`src/rtl/lsu_multi_outstanding.sv`:
```
// Load/store unit for the MEM stage with up to DEPTH in-flight dmem transactions.
// Requests are latched into a single holding register and issued over the
// valid/yumi handshake; a tracking FIFO remembers {wen, byte, rd} per
// transaction so in-order responses retire to writeback with their tag.
// Ports:
//   clk, reset                    clock, async active-high reset
//   req_*  (valid/ready/wen/byte/addr/wdata/rd), flush_i   core request side
//   mem_*  (valid/wen/byte/addr/wdata out, yumi in)          dmem request side
//   mem_rvalid_i, mem_rdata_i, mem_yumi_o                   dmem response side
//   wb_*   (valid/is_load/rd/data out, ready in)            writeback side
//   count_o, busy_o, err_o                                  status
module lsu_multi_outstanding #(
    parameter int unsigned ADDR_W    = 32,
    parameter int unsigned DATA_W    = 32,
    parameter int unsigned RD_W      = 5,
    parameter int unsigned DEPTH     = 4,
    parameter int unsigned BYTE_SEXT = 0
) (
    input  logic                         clk,
    input  logic                         reset,
    input  logic                         req_valid_i,
    output logic                         req_ready_o,
    input  logic                         req_wen_i,
    input  logic                         req_byte_i,
    input  logic [ADDR_W-1:0]            req_addr_i,
    input  logic [DATA_W-1:0]            req_wdata_i,
    input  logic [RD_W-1:0]              req_rd_i,
    input  logic                         flush_i,
    output logic                         mem_valid_o,
    output logic                         mem_wen_o,
    output logic                         mem_byte_o,
    output logic [ADDR_W-1:0]            mem_addr_o,
    output logic [DATA_W-1:0]            mem_wdata_o,
    input  logic                         mem_yumi_i,
    input  logic                         mem_rvalid_i,
    input  logic [DATA_W-1:0]            mem_rdata_i,
    output logic                         mem_yumi_o,
    output logic                         wb_valid_o,
    input  logic                         wb_ready_i,
    output logic                         wb_is_load_o,
    output logic [RD_W-1:0]              wb_rd_o,
    output logic [DATA_W-1:0]            wb_data_o,
    output logic [$clog2(DEPTH+1)-1:0]   count_o,
    output logic                         busy_o,
    output logic                         err_o
);

    localparam int unsigned CNT_W = $clog2(DEPTH + 1);
    localparam int unsigned PTR_W = $clog2(DEPTH);

    // Holding register for the one not-yet-issued request
    logic                r_pending;
    logic                r_wen;
    logic                r_byte;
    logic [ADDR_W-1:0]   r_addr;
    logic [DATA_W-1:0]   r_wdata;

    // Tracking FIFO, one entry per outstanding transaction (pending included)
    logic                r_fifo_wen  [DEPTH];
    logic                r_fifo_byte [DEPTH];
    logic [RD_W-1:0]     r_fifo_rd   [DEPTH];
    logic [PTR_W-1:0]    r_wr_ptr;
    logic [PTR_W-1:0]    r_rd_ptr;
    logic [CNT_W-1:0]    r_count;
    logic                r_err;

    logic                w_accept;
    logic                w_flush;
    logic                w_head_issued;
    logic                w_wb_valid;
    logic                w_retire;
    logic                w_drop;
    logic                w_head_wen;
    logic                w_head_byte;
    logic [DATA_W-1:0]   w_byte_ext;
    logic [DATA_W-1:0]   w_wb_data;
    logic [CNT_W-1:0]    w_count_nxt;

    // The pending entry is always the youngest, so the head is unissued only
    // when it is the sole tracked entry and still pending.
    always_comb begin
        w_head_issued = (r_count != '0) && !(r_pending && (r_count == CNT_W'(1)));
        req_ready_o   = !r_pending && (r_count < CNT_W'(DEPTH)) && !flush_i;
        w_accept      = req_valid_i && req_ready_o;
        w_flush       = flush_i && r_pending && !mem_yumi_i;
        w_wb_valid    = mem_rvalid_i && w_head_issued;
        w_retire      = w_wb_valid && wb_ready_i;
        w_drop        = mem_rvalid_i && !w_head_issued;
    end

    // Retire data formatting: stores return zero, byte loads extended
    always_comb begin
        w_head_wen  = r_fifo_wen[r_rd_ptr];
        w_head_byte = r_fifo_byte[r_rd_ptr];
        w_byte_ext  = DATA_W'(mem_rdata_i[7:0]);
        if ((BYTE_SEXT != 0) && mem_rdata_i[7]) begin
            w_byte_ext = w_byte_ext | ({DATA_W{1'b1}} << 8);
        end
        w_wb_data = mem_rdata_i;
        if (w_head_wen) begin
            w_wb_data = '0;
        end else if (w_head_byte) begin
            w_wb_data = w_byte_ext;
        end
    end

    // Occupancy: accept adds one, flush and retire each remove one
    always_comb begin
        w_count_nxt = r_count;
        if (w_accept) w_count_nxt = w_count_nxt + CNT_W'(1);
        if (w_flush)  w_count_nxt = w_count_nxt - CNT_W'(1);
        if (w_retire) w_count_nxt = w_count_nxt - CNT_W'(1);
    end

    always_ff @(posedge clk or posedge reset) begin
        if (reset) begin
            r_pending <= 1'b0;
            r_wen     <= 1'b0;
            r_byte    <= 1'b0;
            r_addr    <= '0;
            r_wdata   <= '0;
            r_wr_ptr  <= '0;
            r_rd_ptr  <= '0;
            r_count   <= '0;
            r_err     <= 1'b0;
            for (int unsigned i = 0; i < DEPTH; i++) begin
                r_fifo_wen[i]  <= 1'b0;
                r_fifo_byte[i] <= 1'b0;
                r_fifo_rd[i]   <= '0;
            end
        end else begin
            // accept requires !r_pending, so it never collides with yumi or flush
            if (w_accept) begin
                r_pending             <= 1'b1;
                r_wen                 <= req_wen_i;
                r_byte                <= req_byte_i;
                r_addr                <= req_addr_i;
                r_wdata               <= req_wdata_i;
                r_fifo_wen[r_wr_ptr]  <= req_wen_i;
                r_fifo_byte[r_wr_ptr] <= req_byte_i;
                r_fifo_rd[r_wr_ptr]   <= req_rd_i;
                r_wr_ptr              <= r_wr_ptr + PTR_W'(1);
            end else if (w_flush) begin
                r_pending <= 1'b0;
                r_wr_ptr  <= r_wr_ptr - PTR_W'(1);
            end else if (r_pending && mem_yumi_i) begin
                r_pending <= 1'b0;
            end
            if (w_retire) begin
                r_rd_ptr <= r_rd_ptr + PTR_W'(1);
            end
            r_count <= w_count_nxt;
            if (w_drop) begin
                r_err <= 1'b1;
            end
        end
    end

    assign mem_valid_o  = r_pending;
    assign mem_wen_o    = r_wen;
    assign mem_byte_o   = r_byte;
    assign mem_addr_o   = r_addr;
    assign mem_wdata_o  = r_wdata;
    assign mem_yumi_o   = w_retire || w_drop;
    assign wb_valid_o   = w_wb_valid;
    assign wb_is_load_o = !w_head_wen;
    assign wb_rd_o      = r_fifo_rd[r_rd_ptr];
    assign wb_data_o    = w_wb_data;
    assign count_o      = r_count;
    assign busy_o       = (r_count != '0);
    assign err_o        = r_err;

endmodule

```
`config.mk`:
```
export PLATFORM = sky130hd
export DESIGN_NAME = lsu_multi_outstanding
export DESIGN_NICKNAME = d
export VERILOG_FILES = /design/src/rtl/lsu_multi_outstanding.sv
export SDC_FILE = /design/constraint.sdc
export NUM_CORES = 1
export LEC_CHECK = 0
export ABC_AREA = 0
export BUFFER_PORTS_ARGS = -buffer_cell sky130_fd_sc_hd__buf_2
export CAP_MARGIN = 20
export CORE_MARGIN = 2
export CORE_UTILIZATION = 40
export DETAILED_ROUTE_END_ITERATION = 6
export PLACE_DENSITY = 0.8
export SYNTH_ARGS = -nofsm -noshare
export SYNTH_HDL_FRONTEND = slang
export SYNTH_SLANG_ARGS = --single-unit
export TNS_END_PERCENT = 5
```
`constraint.sdc`:
```
create_clock -name clk -period 3.2 [get_ports clk]
set_clock_uncertainty 0.1 [all_clocks]
set_input_delay 0 -clock clk [delete_from_list [all_inputs] [get_ports clk]]
set_output_delay 0 -clock clk [all_outputs]
set_load 0.01 [all_outputs]
```
==> flow_summary.json <==
{
  "status": "completed",
  "crit_arrival_ns": 2.91,
  "fmax_mhz": 369,
  "coreArea_mm2": 0.0109,
  "yosys_most_used_dff": "dfrtp_1",
  "setup_ws_ns": 0.492,
  "drc_errors": 0,
  "fp.dieH_um": 110,
  "boundaryPins": 223,
  "maxCapViolations": 0,
  "p_leak_uw": 0.00362,
  "cpMaxStageDelayCell": "or4b_2",
  "cts_buffers": 9,
  "clk_latency_ns": 0.36,
  "synth.top_cells.by_area": "dfrtp_1, nand2_1, mux2_2",
  "cp_num_cells": 4,
  "startpoint_type": "flop",
  "firstDrtPassIters": 4,
  "gr-total-overflow": 0,
  "htree_num_levels": 3,
  "cp_num_buf_inv": 2,
  "place_area_mm2": 0.00570,
  "antenna_found_initial": 0,
  "reg2reg_slack_ns": 0.49,
  "ir_drop_mv": 0.640,
  "worst_pin_slew_ns": 0.798,
  "path_delay_family": "buffers and inverters",
  "powerDensity_mw_per_mm2": 887,
  "ys.warnings.count": 0,
  "grt_pass1_vias": 4309,
  "path_max_fanout": 61,
  "fill_cells": 854,
  "synth-seq-cells": 103,
  "crit_start": "mem_valid_o$_DFFE_PP0P_",
  "layout.nets": 845,
  "drive_gt1_share_pct": 37.7,
  "postCtsSetupBuffers": 0,
  "post-route-util_pct": 60.9,
  "maxSlewViolCount": 0,
  "root_buffer": "clkbuf_8",
  "rsz0062_at_grt": "no",
  "cts_tree": "yes",
  "worstSetupEndpointType": "flop",
  "yosysTopAreaCell": "dfrtp_1",
  "max_stage_delay_ns": 0.89,
  "netlist.area_leader.share_pct": 57.6,
  "wl_per_cell_um": 15.0,
  "hold_class": "input port to flop",
  "syn_area_mm2": 0.00447,
  "fin_setup_tns_ns": 0,
  "synthCells": 439,
  "start_util_pct": 41.1,
  "fin_crit_ns": 2.71,
  "synth_edf_count": 0,
  "worstSetupEndpoint": "mem_valid_o$_DFFE_PP0P_",
  "max_slew_margin_pct": 46.8,
  "hold_violations": 0,
  "path_clk_slew_ns": 0.10,
  "final_area_mm2": 0.00663,
  "synth.top_cells.by_count": "nand2_1, dfrtp_1, and2_1, mux2_2",
  "routabilityCongestion": 0.750,
  "path_cells": "or4b_2, buf_4, o21ai_0, dlygate4sd3_1",
  "rows": 38,
  "setup_viol": 0,
  "synth.most_common_cell": "nand2_1",
  "reg2reg_from": "mem_valid_o$_DFFE_PP0P_",
  "crit_required_ns": 3.41,
  "synth.distinct_cells": 34,
  "ys_async_sr_fraction_pct": 100,
  "place_ws_ns": 0.616,
  "num_vias": 4174,
  "critical_path_class": "flop to flop",
  "die_x_um": 110,
  "cts_buffer_depth": 2,
  "finalCritPeriodShare_pct": 84.6,
  "grt_max_degree": 69,
  "dieArea_mm2": 0.0120,
  "yosysSeqAreaShare_pct": 57.6,
  "drt_iter0_drc": 177,
  "clock_sinks": 103,
  "ant_nets": 0,
  "wirelength_um": 13100,
  "syn_avg_cell_area_um2": 10.2,
  "viasPerCell": 4.77,
  "track_usage_pct": 22.4,
  "reg2reg_to": "mem_valid_o$_DFFE_PP0P_",
  "grt_pass1_wl_um": 20500,
  "portBuffers": 222,
  "synth_nets": 554,
  "dp_hpwl_um": 8320,
  "r2r_cells": 4,
  "area_growth_pct": 48.3,
  "n_antenna_cell": 0
}
[placed cells by master (no fill, tap or decap), types with 2 or more instances in the layout]
master and count:
and2_1 24, buf_2 222, buf_4 5, clkbuf_8 10
dfrtp_1 103, dlygate4sd3_1 75, ha_1 5, inv_1 4
mux2_1 7, mux2_2 22, mux2i_1 2, mux4_2 7
nand2_1 202, nand2b_1 2, nor2_1 4, nor2b_1 9
o21ai_0 2, xnor2_1 6, xor2_1 3
[layer usage]
metal  part of all wire (%)  routed length [um]  vias up  GRT usage (%)
li1                       -                   -     1960              -
met1                     37                4780     1951           24.2
met2                     52                6760      226           41.0
met3                    8.9                1160       37           6.11
met4                    2.9                 378        0           9.49
met5                      0                   0        -              0
[report_power, final]
part           leakage, uW  internal (uW)  switching, uW  total, uW
logic              0.00226           1290           1430       2720
registers          0.00127           1940            447       2390
clock network    0.0000918            314            465        778
total              0.00362           3540           2340       5880
[kinds of logic (layout without fill, tap and decap cells)]
family / after synthesis / count (layout) / synth area share (%)
AND/OR/NAND/NOR: 251 / 251 / 24.3
adder cells (fa/ha/maj): 5 / 5 / 1.40
AO/OA/AOI/OAI: 6 / 6 / 0.895
buffers and inverters: 27 / 323 / 2.69
multiplexers: 38 / 38 / 11.3
XOR/XNOR: 9 / 9 / 1.76
flip-flops: 103 / 103 / 57.6
[worst min-delay path: stages]
cell and delay [ns]:
buf_2 0.09, o211a_1 0.28, xnor2_1 0.09
[flip-flops by register name, summed over array words and instances (netlist names)]
name / cells
r_wr_ptr: 2
r_fifo_rd: 20
r_fifo_wen: 4
err_o: 1
r_fifo_byte: 4
mem_wdata_o: 32
mem_byte_o: 1
count_o: 3
mem_valid_o: 1
r_rd_ptr: 2
mem_addr_o: 32
mem_wen_o: 1
[area by class of cell]
cell class	instances	area, um2	area share (%)
sequential	103	2580	38.9
clock buffer	11	141	2.13
multi-input combinational	309	1770	26.8
tap	140	175	2.64
inverter	5	21.3	0.321
clock inverter	5	41.3	0.623
timing repair buffer	302	1900	28.6
[stage by stage]
step	hold slack (ns)	power [uW]	instances
2_1_floorplan	-0.0533	3910	439
3_3_place_gp	0.0883	4930	784
3_5_place_dp	0.0919	5040	784
4_1_cts	0.0138	5900	875
5_1_grt	0.0167	6380	875
6_report	0.0382	5880	875
[repair_timing]
action / 4_1_cts / 5_1_grt
endpoints found under the setup margin: 0 / 0
hold buffers: 75 / 0
resized for setup: 0 / 0
endpoints found under the hold margin: 159 / 0
[worst min-delay path by stage]
stage                    startpoint                           to  slack [ns]  cells after the start
floorplan                   flush_i                  req_ready_o       -0.05                      1
global placement      req_addr_i[5]    mem_addr_o[5]$_DFFE_PP0P_        0.09                      3
detailed placement  req_wdata_i[16]  mem_wdata_o[16]$_DFFE_PP0P_        0.09                      3
CTS                      wb_ready_i         count_o[0]$_DFF_PP0_        0.01                      3
global route             wb_ready_i         count_o[0]$_DFF_PP0_        0.02                      3
finish                   wb_ready_i         count_o[0]$_DFF_PP0_        0.04                      3
Power figures use the tool's default switching activity.
